**config.mk**
```make
export PLATFORM = sky130hd
export DESIGN_NAME = keypad_scanner
export DESIGN_NICKNAME = d
export VERILOG_FILES = /design/src/rtl/lock_pkg.sv /design/src/rtl/keypad_scanner_row_sync.sv /design/src/rtl/keypad_scanner.sv
export SDC_FILE = /design/constraint.sdc
export NUM_CORES = 1
export LEC_CHECK = 0
export BUFFER_PORTS_ARGS = -buffer_cell sky130_fd_sc_hd__buf_2
export CAP_MARGIN = 40
export CELL_PAD_IN_SITES_DETAIL_PLACEMENT = 1
export CELL_PAD_IN_SITES_GLOBAL_PLACEMENT = 1
export CORE_MARGIN = 5
export CORE_UTILIZATION = 50
export DETAILED_ROUTE_END_ITERATION = 10
export GPL_ROUTABILITY_DRIVEN = 1
export PLACE_DENSITY_LB_ADDON = 0.08
export SYNTH_ARGS = -nofsm -noshare
export SYNTH_HDL_FRONTEND = slang
export SYNTH_HIERARCHICAL = 1
export SYNTH_SLANG_ARGS = --single-unit
export TNS_END_PERCENT = 30
```
**constraint.sdc**
```tcl
create_clock -name clock -period 6.8 [get_ports clock]
set_input_delay 0.34 -clock clock [delete_from_list [all_inputs] [get_ports clock]]
set_output_delay 0.34 -clock clock [all_outputs]
set_load 0.005 [all_outputs]
```
**src/rtl/lock_pkg.sv**
```systemverilog
// Shared types and constants for the keypad scanner: FSM states, matrix
// geometry, and the helpers that decode a single-zero row or column vector.
`timescale 1ns/1ps
package lock_pkg;

   typedef enum logic [1:0] {
      SCAN     = 2'd0,
      DEBOUNCE = 2'd1,
      HELD     = 2'd2
   } scan_state_e;

   localparam int unsigned NUM_ROWS = 4;
   localparam int unsigned NUM_COLS = 3;
   localparam int unsigned CNT_W    = 16;

   localparam logic [NUM_ROWS-1:0] ROW_IDLE  = 4'b1111;
   localparam logic [NUM_COLS-1:0] COL_FIRST = 3'b110;

   typedef struct packed {
      logic       single;  // exactly one line pulled low
      logic [1:0] index;   // position of the lowest zero
   } zero_pos_t;

   function automatic zero_pos_t row_zero(input logic [NUM_ROWS-1:0] v);
      zero_pos_t  r;
      logic [2:0] zeros;
      r     = '0;
      zeros = '0;
      for (int unsigned i = 0; i < NUM_ROWS; i++) begin
         if (!v[i]) begin
            if (zeros == 3'd0) begin
               r.index = 2'(i);
            end
            zeros = zeros + 3'd1;
         end
      end
      r.single = (zeros == 3'd1);
      return r;
   endfunction

   function automatic logic [1:0] col_index(input logic [NUM_COLS-1:0] c);
      logic [1:0] idx;
      case (c)
         3'b110:  idx = 2'd0;
         3'b101:  idx = 2'd1;
         3'b011:  idx = 2'd2;
         default: idx = 2'd0;
      endcase
      return idx;
   endfunction

   function automatic logic [NUM_COLS-1:0] col_next(input logic [NUM_COLS-1:0] c);
      return {c[NUM_COLS-2:0], c[NUM_COLS-1]};
   endfunction

   function automatic logic [CNT_W-1:0] sat_inc(input logic [CNT_W-1:0] v);
      return (v == '1) ? v : v + 1'b1;
   endfunction

endpackage

```
**src/rtl/keypad_scanner_row_sync.sv**
```systemverilog
// Two-flop synchronizer for the asynchronous, active-low keypad row lines.
`timescale 1ns/1ps
module row_sync
   import lock_pkg::*;
#(
   parameter int unsigned WIDTH = NUM_ROWS
) (
   input  logic             clk_i,
   input  logic             rst_ni,
   input  logic [WIDTH-1:0] d_i,
   output logic [WIDTH-1:0] q_o
);

   logic [WIDTH-1:0] meta_q;
   logic [WIDTH-1:0] sync_q;

   // Reset to all ones so the idle (released) level is seen during reset.
   always_ff @(posedge clk_i) begin
      if (!rst_ni) begin
         meta_q <= '1;
         sync_q <= '1;
      end else begin
         meta_q <= d_i;
         sync_q <= meta_q;
      end
   end

   assign q_o = sync_q;

endmodule

```
**src/rtl/keypad_scanner.sv**
```systemverilog
// 4x3 matrix keypad scanner: walks the columns, debounces row activity,
// and reports one key code per accepted press.
`timescale 1ns/1ps
module keypad_scanner
   import lock_pkg::*;
#(
   parameter int unsigned SCAN_CYCLES     = 1000,
   parameter int unsigned DEBOUNCE_CYCLES = 500
) (
   input  logic                clock,
   input  logic                reset,
   input  logic [NUM_ROWS-1:0] row,
   output logic [NUM_COLS-1:0] col,
   output logic                key_valid,
   output logic [3:0]          key_code
);

   localparam logic [CNT_W-1:0] SCAN_LAST = CNT_W'(SCAN_CYCLES - 1);
   localparam logic [CNT_W-1:0] DEB_LAST  = CNT_W'(DEBOUNCE_CYCLES - 1);

   logic [NUM_ROWS-1:0] rs;

   scan_state_e         state_q,     state_d;
   logic [NUM_COLS-1:0] col_q,       col_d;
   logic [CNT_W-1:0]    scan_cnt_q,  scan_cnt_d;
   logic [CNT_W-1:0]    stab_cnt_q,  stab_cnt_d;
   logic [NUM_ROWS-1:0] cap_q,       cap_d;
   logic                key_valid_q, key_valid_d;
   logic [3:0]          key_code_q,  key_code_d;

   zero_pos_t           cap_pos;
   logic [3:0]          row_idx4;
   logic [3:0]          col_idx4;

   row_sync #(
      .WIDTH (NUM_ROWS)
   ) u_row_sync (
      .clk_i  (clock),
      .rst_ni (reset),
      .d_i    (row),
      .q_o    (rs)
   );

   assign cap_pos  = row_zero(cap_q);
   assign row_idx4 = {2'b00, cap_pos.index};
   assign col_idx4 = {2'b00, col_index(col_q)};

   always_ff @(posedge clock) begin
      if (!reset) begin
         state_q     <= SCAN;
         col_q       <= COL_FIRST;
         scan_cnt_q  <= '0;
         stab_cnt_q  <= '0;
         cap_q       <= ROW_IDLE;
         key_valid_q <= 1'b0;
         key_code_q  <= '0;
      end else begin
         state_q     <= state_d;
         col_q       <= col_d;
         scan_cnt_q  <= scan_cnt_d;
         stab_cnt_q  <= stab_cnt_d;
         cap_q       <= cap_d;
         key_valid_q <= key_valid_d;
         key_code_q  <= key_code_d;
      end
   end

   always_comb begin
      state_d     = state_q;
      col_d       = col_q;
      scan_cnt_d  = scan_cnt_q;
      stab_cnt_d  = stab_cnt_q;
      cap_d       = cap_q;
      key_valid_d = 1'b0;
      key_code_d  = key_code_q;

      case (state_q)
         SCAN: begin
            if (rs != ROW_IDLE) begin
               state_d    = DEBOUNCE;
               cap_d      = rs;
               stab_cnt_d = '0;
            end else if (scan_cnt_q >= SCAN_LAST) begin
               scan_cnt_d = '0;
               col_d      = col_next(col_q);
            end else begin
               scan_cnt_d = sat_inc(scan_cnt_q);
            end
         end

         DEBOUNCE: begin
            // Acting on the sample that would lift the count to
            // DEBOUNCE_CYCLES lets the output register land on that edge.
            if (rs != cap_q) begin
               cap_d      = rs;
               stab_cnt_d = '0;
            end else if (stab_cnt_q >= DEB_LAST) begin
               stab_cnt_d = '0;
               if (cap_q == ROW_IDLE) begin
                  state_d    = SCAN;
                  scan_cnt_d = '0;
               end else begin
                  state_d = HELD;
                  if (cap_pos.single) begin
                     key_valid_d = 1'b1;
                     key_code_d  = 4'((row_idx4 * 4'd3) + col_idx4);
                  end
               end
            end else begin
               stab_cnt_d = sat_inc(stab_cnt_q);
            end
         end

         HELD: begin
            if (rs != ROW_IDLE) begin
               stab_cnt_d = '0;
            end else if (stab_cnt_q >= DEB_LAST) begin
               state_d    = SCAN;
               stab_cnt_d = '0;
               scan_cnt_d = '0;
               col_d      = col_next(col_q);
            end else begin
               stab_cnt_d = sat_inc(stab_cnt_q);
            end
         end

         default: begin
            state_d = SCAN;
         end
      endcase
   end

   assign col       = col_q;
   assign key_valid = key_valid_q;
   assign key_code  = key_code_q;

endmodule

```
==> results of run 1 <==
==> state kept, by name, summed over array words and instances, names as in the netlist <==
register           count
u_row_sync/q_o         4
scan_cnt_q            16
col                    3
key_code               4
u_row_sync/meta_q      4
cap_q                  4
stab_cnt_q            16
key_valid              1
state_q                2
==> worst min-delay path by stage <==
stage                         start                    to  slack [ns]  cells after the start
3_5_place_dp   u_row_sync/meta_q[3]     u_row_sync/q_o[3]        0.40                      1
5_1_grt                      row[2]  u_row_sync/meta_q[2]        0.20                      2
6_report                     row[2]  u_row_sync/meta_q[2]        0.21                      2
2_1_floorplan  u_row_sync/meta_q[0]     u_row_sync/q_o[0]        0.39                      1
4_1_cts                      row[2]  u_row_sync/meta_q[2]        0.19                      2
3_3_place_gp   u_row_sync/meta_q[1]     u_row_sync/q_o[1]        0.39                      1
==> metal layers <==
metal	wire length, um	part of all wire (%)	up-vias
met5	0	0	-
met4	90	1.3	0
met3	137	2.0	12
met2	3410	50	33
met1	3170	47	1142
li1	-	-	1158
==> worst max-delay path, delay by kind of cell (launching register included) <==
kind | cells | cell delay (ns)
buf+inv | 5 | 0.36
compound gates | 1 | 0.15
flops | 1 | 0.45
xor+xnor | 1 | 0.26
mux | 1 | 0.15
simple gates | 2 | 0.34
fa+ha+maj | 5 | 1.68
==> layout make-up <==
type / count / area, um2 / area share, %
Timing Repair Buffer: 16 / 87.6 / 2.87
Tap cell: 72 / 90.1 / 2.95
Multi-Input combinational cell: 228 / 1580 / 51.8
Clock buffer: 5 / 68.8 / 2.25
Sequential cell: 54 / 1080 / 35.4
Inverter: 20 / 75.1 / 2.46
Clock inverter: 3 / 68.8 / 2.25
==> kinds of logic (layout without fill, tap and decap cells) <==
group,count (synthesis),count (layout),share of synthesized area [%]
adder cells (fa/ha/maj),16,16,7.69
flip-flops,54,54,38.6
XOR/XNOR,12,12,4.29
buffers and inverters,35,44,4.83
AO/OA/AOI/OAI,55,55,15.3
multiplexers,9,9,3.22
AND/OR/NAND/NOR,136,136,26.0
==> cell usage in the layout (no fill, tap or decap), types with 3 or more instances in the layout <==
cell,n
buf_2,13
inv_1,20
o41ai_1,3
mux2i_1,9
nor4_1,8
a21oi_1,8
xnor2_1,10
nor3_1,6
and2_1,4
nor3b_1,3
ha_1,14
o311ai_0,3
a211oi_1,7
o21ai_0,7
or3_1,5
nand3_1,12
o22ai_1,4
clkbuf_8,5
nand4_1,11
a221oi_1,3
nand2_1,30
buf_4,3
and3_1,8
o211ai_1,3
dfxtp_1,54
nor2b_1,3
nor2_1,24
nand2b_1,12
==> metrics by stage <==
step	hold WS (ns)	util, %
floorplan	0.386	-
detailed placement	0.397	53.3
CTS	0.195	55.8
global route	0.204	55.8
finish	0.206	55.8
global placement	0.392	53.1
==> report_power, final <==
group / leakage [uW] / internal, uW / switching (uW)
sequential: 0.000439 / 332 / 20.3
combinational: 0.000629 / 94.2 / 153
clock: 0.0000683 / 148 / 114
total: 0.00114 / 574 / 287
==> reports/qor.csv, run 1 <==
stage,metric,value,unit
run_status,status,"finished, final reports clean",
timing,fmax,290,MHz
setup_path,cp_slowest_cell,fa_1,
final_layout,drive_gt1_share,10.7,%
clocking,cts_sinks,54,
floorplan,die_x,84.8,um
detailed_routing,ant_nets,0,
timing,hold_viol,0,
synth,synthArstFlopShare,0,%
synth,synth_area_leaders,"dfxtp_1, ha_1, nand2_1",
setup_path,cp-start-kind,register,
placed_design,postPlaceCellArea,0.00292,mm2
synth,synth_area_per_cell,8.83,um2
timing,drv_slew,0,
synth,synth_area,0.00280,mm2
placed_design,gp_congestion,0.804,
synth,yosysTopAreaCell,dfxtp_1,
timing,max-slew-margin-rel,48.7,%
final_layout,antenna_cells,0,
timing,finalWorstSetupSlack,3.36,ns
setup_path,worstSetupPathType,register to register,
synth,yosys-top-cells-count,"dfxtp_1, nand2_1, nor2_1",
job,cap_violations,0,
grt,grt_pass1_wl,11500,um
power,peakVddDrop,0.160,mV
final_layout,nNetsFinal,347,
timing,worstMarginPinSlew,0.770,ns
final_layout,finalInstanceArea,0.00305,mm2
power,power.leakage,0.00114,uW
grt,grtUsageTotal,19.7,%
synth,yosysTopAreaCellShare,38.6,%
synth,syn-num-nets,339,
final_layout,fin_cells,398,
timing,final.min_clock_period,3.44,ns
detailed_routing,dr.first_iter.drc_count,115,
detailed_routing,routedWlPerCell,17.1,um
setup_path,rr_endpoint,key_code[2],
clocking,numCtsBuffers,5,
final_layout,syn_to_final_growth,9.12,%
detailed_routing,dr_total_vias,2345,
placed_design,portBuffers,13,
grt,met2_usage,34.0,%
grt,antenna_found_initial,0,
setup_path,critPathMaxFanout,5,
synth,synth_ff_type,dfxtp_1,
grt,use_met1,25.5,%
detailed_routing,viasPerCell,5.89,
grt,grt_pass1_vias,2362,
clocking,cts_setup_buffers,0,
clocking,path_clk_slew,0.10,ns
clocking,clockRootBuffer,clkbuf_8,
setup_path,ff2ff_setup_slack,3.36,ns
synth,ys_warn_count,6,
setup_path,worstPathRequired,7.05,ns
clocking,cts_tree,done,
synth,synth_most_common_cell,dfxtp_1,
setup_path,r2r.worst_path.cells,15,
synth,synthCells,317,
synth,yosysUniqueCellTypes,53,
clocking,h-tree-depth,2,
floorplan,ios,14,
synth,yosysSeqAreaShare,38.6,%
grt,grt-busiest-layer,met2,
floorplan,placementRows,27,
setup_path,worst_setup_path_end_kind,register,
synth,synth_edf_count,0,
grt,grt_util_met3,3.53,%
floorplan,die_area,0.00719,mm2
timing,fin_skew,0.00551,ns
floorplan,initial_core_util,51.1,%
timing,finalCritPeriodShare,50.6,%
setup_path,slowest_delay,0.54,ns
floorplan,core_area,0.00547,mm2
setup_path,endpoint,key_code[2],
timing,setup_viol,0,
detailed_routing,drt-pass1-iter-count,5,
setup_path,cp-startpoint,cap_q[0],
setup_path,critPathArrivalTime,3.69,ns
clocking,cts_resized,0,
detailed_routing,drt_wl_total,6800,um
clocking,ctsHoldBuffers,0,
min_path,hold_class,primary input to register,
final_layout,fillCellCount,658,
detailed_routing,drc,0,
clocking,cts_max_path_buffers,2,
clocking,clock_latency,0.31,ns
placed_design,dpl.hpwl,4740,um
power,p_total,861,uW
floorplan,fp.dieH,84.8,um
placed_design,post-place-ws,3.36,ns
synth,synth-seq-cells,54,
setup_path,crit_top_cell,inv_1,
timing,grt_setup_unrepaired,no,
setup_path,path_cells,inv_1 -> ha_1 -> xnor2_1 -> inv_1 -> ha_1 -> inv_1 -> a311o_1 -> and2_1 -> inv_1 -> fa_1 -> ha_1 -> inv_1 -> fa_1 -> nand2b_1 -> mux2i_1,
placed_design,dpl.cell_count,390,
grt,grt_max_degree,44,
power,powerDensity,282,mW/mm2
timing,setup-tns-final,0,ns
grt,grt-ovfl-total,0,
setup_path,r2r_start,cap_q[0],
No activity file was read; power rests on OpenSTA's default activity.
==> inputs of run 2 (changes only) <==
Settings changed: ABC_AREA set to 1, CORE_UTILIZATION 50 to 40.
Clock period 6.8 ns to 2.9 ns, I/O delays scaled along.
==> run 2 against run 1 <==
  * Cell area up 5.3%
  * Critical path depth down 1
  * Global-route usage down 4.0 points
  * Sequential power increased to 2.8 times the previous value
  * Largest cell class unchanged
==> reports/qor.csv, run 2 <==
stage,metric,value,unit,change
run_status,status,"finished, final reports clean",,unchanged
grt,grt_pass1_wl,11300,um,was 11500 um
timing,whs,0.00328,ns,was 0.206 ns
final_layout,fillCellCount,912,,was 658
clocking,path_clk_slew,0.10,ns,about the same
final_layout,fin_cells,525,,was 398
setup_path,worstPathRequired,3.13,ns,was 7.05 ns
clocking,numCtsBuffers,5,,unchanged
setup_path,worst_setup_path_end_kind,register,,unchanged
setup_path,cp-start-kind,register,,unchanged
detailed_routing,dr_total_vias,2554,,was 2345
timing,grt_setup_unrepaired,yes,,was no
setup_path,worstSetupPathType,register to register,,unchanged
synth,synthCells,405,,was 317
synth,syn-num-nets,427,,was 339
floorplan,ios,14,,unchanged
synth,yosys-top-cells-count,"nand2_1, nor2_1, dfxtp_1",,"was dfxtp_1, nand2_1, nor2_1"
synth,yosysTopAreaCellShare,37.9,%,was 38.6%
setup_path,critPathArrivalTime,3.07,ns,was 3.69 ns
final_layout,final_common_cell,nand2_1,,was dfxtp_1
detailed_routing,dr.first_iter.drc_count,43,,was 115
setup_path,r2r.worst_path.cells,14,,was 15
detailed_routing,routedWlPerCell,12.5,um,was 17.1 um
clocking,cts_tree,done,,unchanged
power,peakVddDrop,0.357,mV,was 0.160 mV
timing,final.min_clock_period,2.83,ns,was 3.44 ns
final_layout,drive_gt1_share,14.7,%,was 10.7%
grt,grt_max_degree,30,,was 44
timing,hold_viol,0,,unchanged
grt,grtUsageTotal,15.7,%,was 19.7%
placed_design,dpl.hpwl,5010,um,was 4740 um
final_layout,multi_input_area,0.00159,mm2,was 0.00158 mm2
final_layout,reg.largest.list,"scan_cnt_q x16, stab_cnt_q x16",,unchanged
final_layout,layout_common_cells,"nand2_1, nor2_1, dfxtp_1",,"was dfxtp_1, nand2_1, nor2_1"
synth,synth_most_common_cell,nand2_1,,was dfxtp_1
clocking,h-tree-depth,2,,unchanged
detailed_routing,drc,0,,unchanged
grt,grt_pass1_vias,2531,,was 2362
clocking,clock_latency,0.31,ns,about the same
timing,fin_skew,0.0106,ns,was 0.00551 ns
floorplan,fp.dieH,94.5,um,was 84.8 um
synth,synth_edf_count,0,,unchanged
detailed_routing,ant_nets,0,,unchanged
placed_design,portBuffers,13,,unchanged
floorplan,die_x,94.5,um,was 84.8 um
synth,yosysTopAreaCell,dfxtp_1,,unchanged
synth,yosysUniqueCellTypes,32,,was 53
synth,synthArstFlopShare,0,%,unchanged
final_layout,finalInstanceArea,0.00321,mm2,was 0.00305 mm2
timing,finalCritPeriodShare,97.7,%,was 50.6%
min_path,holdPathStages,3,,was 2
final_layout,regArea,0.00108,mm2,about the same
final_layout,syn_to_final_growth,12.6,%,was 9.12%
detailed_routing,viasPerCell,4.86,,was 5.89
job,cap_violations,0,,unchanged
detailed_routing,drt-pass1-iter-count,4,,was 5
min_path,hold_class,primary input to register,,unchanged
floorplan,die_area,0.00892,mm2,was 0.00719 mm2
grt,grt-ovfl-total,0,,unchanged
final_layout,nNetsFinal,450,,was 347
synth,synth_area_per_cell,7.05,um2,was 8.83 um2
placed_design,postPlaceCellArea,0.00303,mm2,was 0.00292 mm2
placed_design,gp_congestion,0.762,,was 0.804
floorplan,core_area,0.00687,mm2,was 0.00547 mm2
power,powerDensity,958,mW/mm2,was 282 mW/mm2
clocking,cts_sinks,54,,unchanged
timing,setup_viol,0,,unchanged
synth,synth-seq-cells,54,,unchanged
final_layout,antenna_cells,0,,unchanged
timing,max-slew-margin-rel,58.8,%,was 48.7%
grt,antenna_found_initial,0,,unchanged
setup_path,critPathMaxFanout,2,,was 5
timing,worstMarginPinSlew,0.615,ns,was 0.770 ns
floorplan,placementRows,30,,was 27
synth,synth_area,0.00285,mm2,was 0.00280 mm2
detailed_routing,drt_wl_total,6540,um,was 6800 um
synth,synth_ff_type,dfxtp_1,,unchanged
timing,drv_slew,0,,unchanged
clocking,cts_max_path_buffers,2,,unchanged
timing,fmax,353,MHz,was 290 MHz
floorplan,initial_core_util,41.5,%,was 51.1%
synth,synth_area_leaders,"dfxtp_1, nand2_1, nor2_1",,"was dfxtp_1, ha_1, nand2_1"
power,power.leakage,0.00149,uW,was 0.00114 uW
placed_design,dpl.cell_count,511,,was 390
synth,ys_warn_count,6,,unchanged
clocking,clockRootBuffer,clkbuf_8,,unchanged
synth,yosysSeqAreaShare,37.9,%,was 38.6%
## run 2: worst max-delay path, cell delays in order, from the launching register on
cell and delay (ns):
dfxtp_2 0.37, inv_4 0.04, ha_4 0.24, xnor2_2 0.18, inv_1 0.07, ha_2 0.18, nand3_2 0.09, nand2_2 0.07
fa_1 0.54, ha_2 0.17, inv_2 0.04, fa_1 0.44, inv_1 0.08, nand4_1 0.10, a21oi_1 0.15
## run 2: layer usage
layer | up-vias | GRT usage (%) | part of all wire (%)
met5 | - | 0 | 0
met4 | 0 | 4.21 | 1.2
met3 | 7 | 2.87 | 2.0
met2 | 20 | 28.4 | 49
met1 | 1192 | 19.0 | 48
li1 | 1335 | - | -
## run 2: cells by family after synthesis
logic type | Yosys count | share of synthesized area [%]
xor gates and xnor gates | 6 | 1.84
buffers and inverters | 55 | 7.85
and+or+nand+nor | 242 | 37.4
AOI/OAI and AO/OA | 32 | 7.45
DFF | 54 | 37.9
adders and majority gates | 16 | 7.54
## run 2: cell type report
cell class	count	area share, %
clock inverter	3	0.740
timing repair buffer	23	4.59
tap	96	3.74
inverter	48	5.68
sequential	54	33.7
clock buffer	5	2.14
multi-input combinational	296	49.4
## run 2: final timing paths
path,to,from,slack (ns)
worst min register to register,u_row_sync/q_o[2],u_row_sync/meta_q[2],0.41
worst max register to register,key_code[2],cap_q[1],0.07
worst max-delay path,key_code[2],cap_q[1],0.07
worst min-delay path,u_row_sync/meta_q[2],row[2],0.003
## run 2: metrics by stage
stage	total power [uW]	TNS (ns)	setup WS (ns)	utilization, %
final	3080	0	0.0654	46.8
after global routing	3390	-0.0617	-0.0617	46.8
after CTS	3060	0	0.00513	46.0
after detailed placement	2580	-0.0864	-0.0864	44.2
after global placement	2520	0	0.123	44.2
after floorplan	2240	0	0.0537	-
## run 2: where the power goes
group	switching (uW)	total, uW	internal [uW]
Clock	267	441	173
Sequential	118	977	858
Combinational	1020	1660	641
Total	1410	3080	1670
## run 2: repair_timing
item / CTS / global route
buffers inserted: 0 / 3
setup endpoints to repair: 2 / 2
pin swaps: 0 / 7
endpoints found under the hold margin: 2 / 1
hold buffers: 2 / 1
resized for setup: 4 / 8
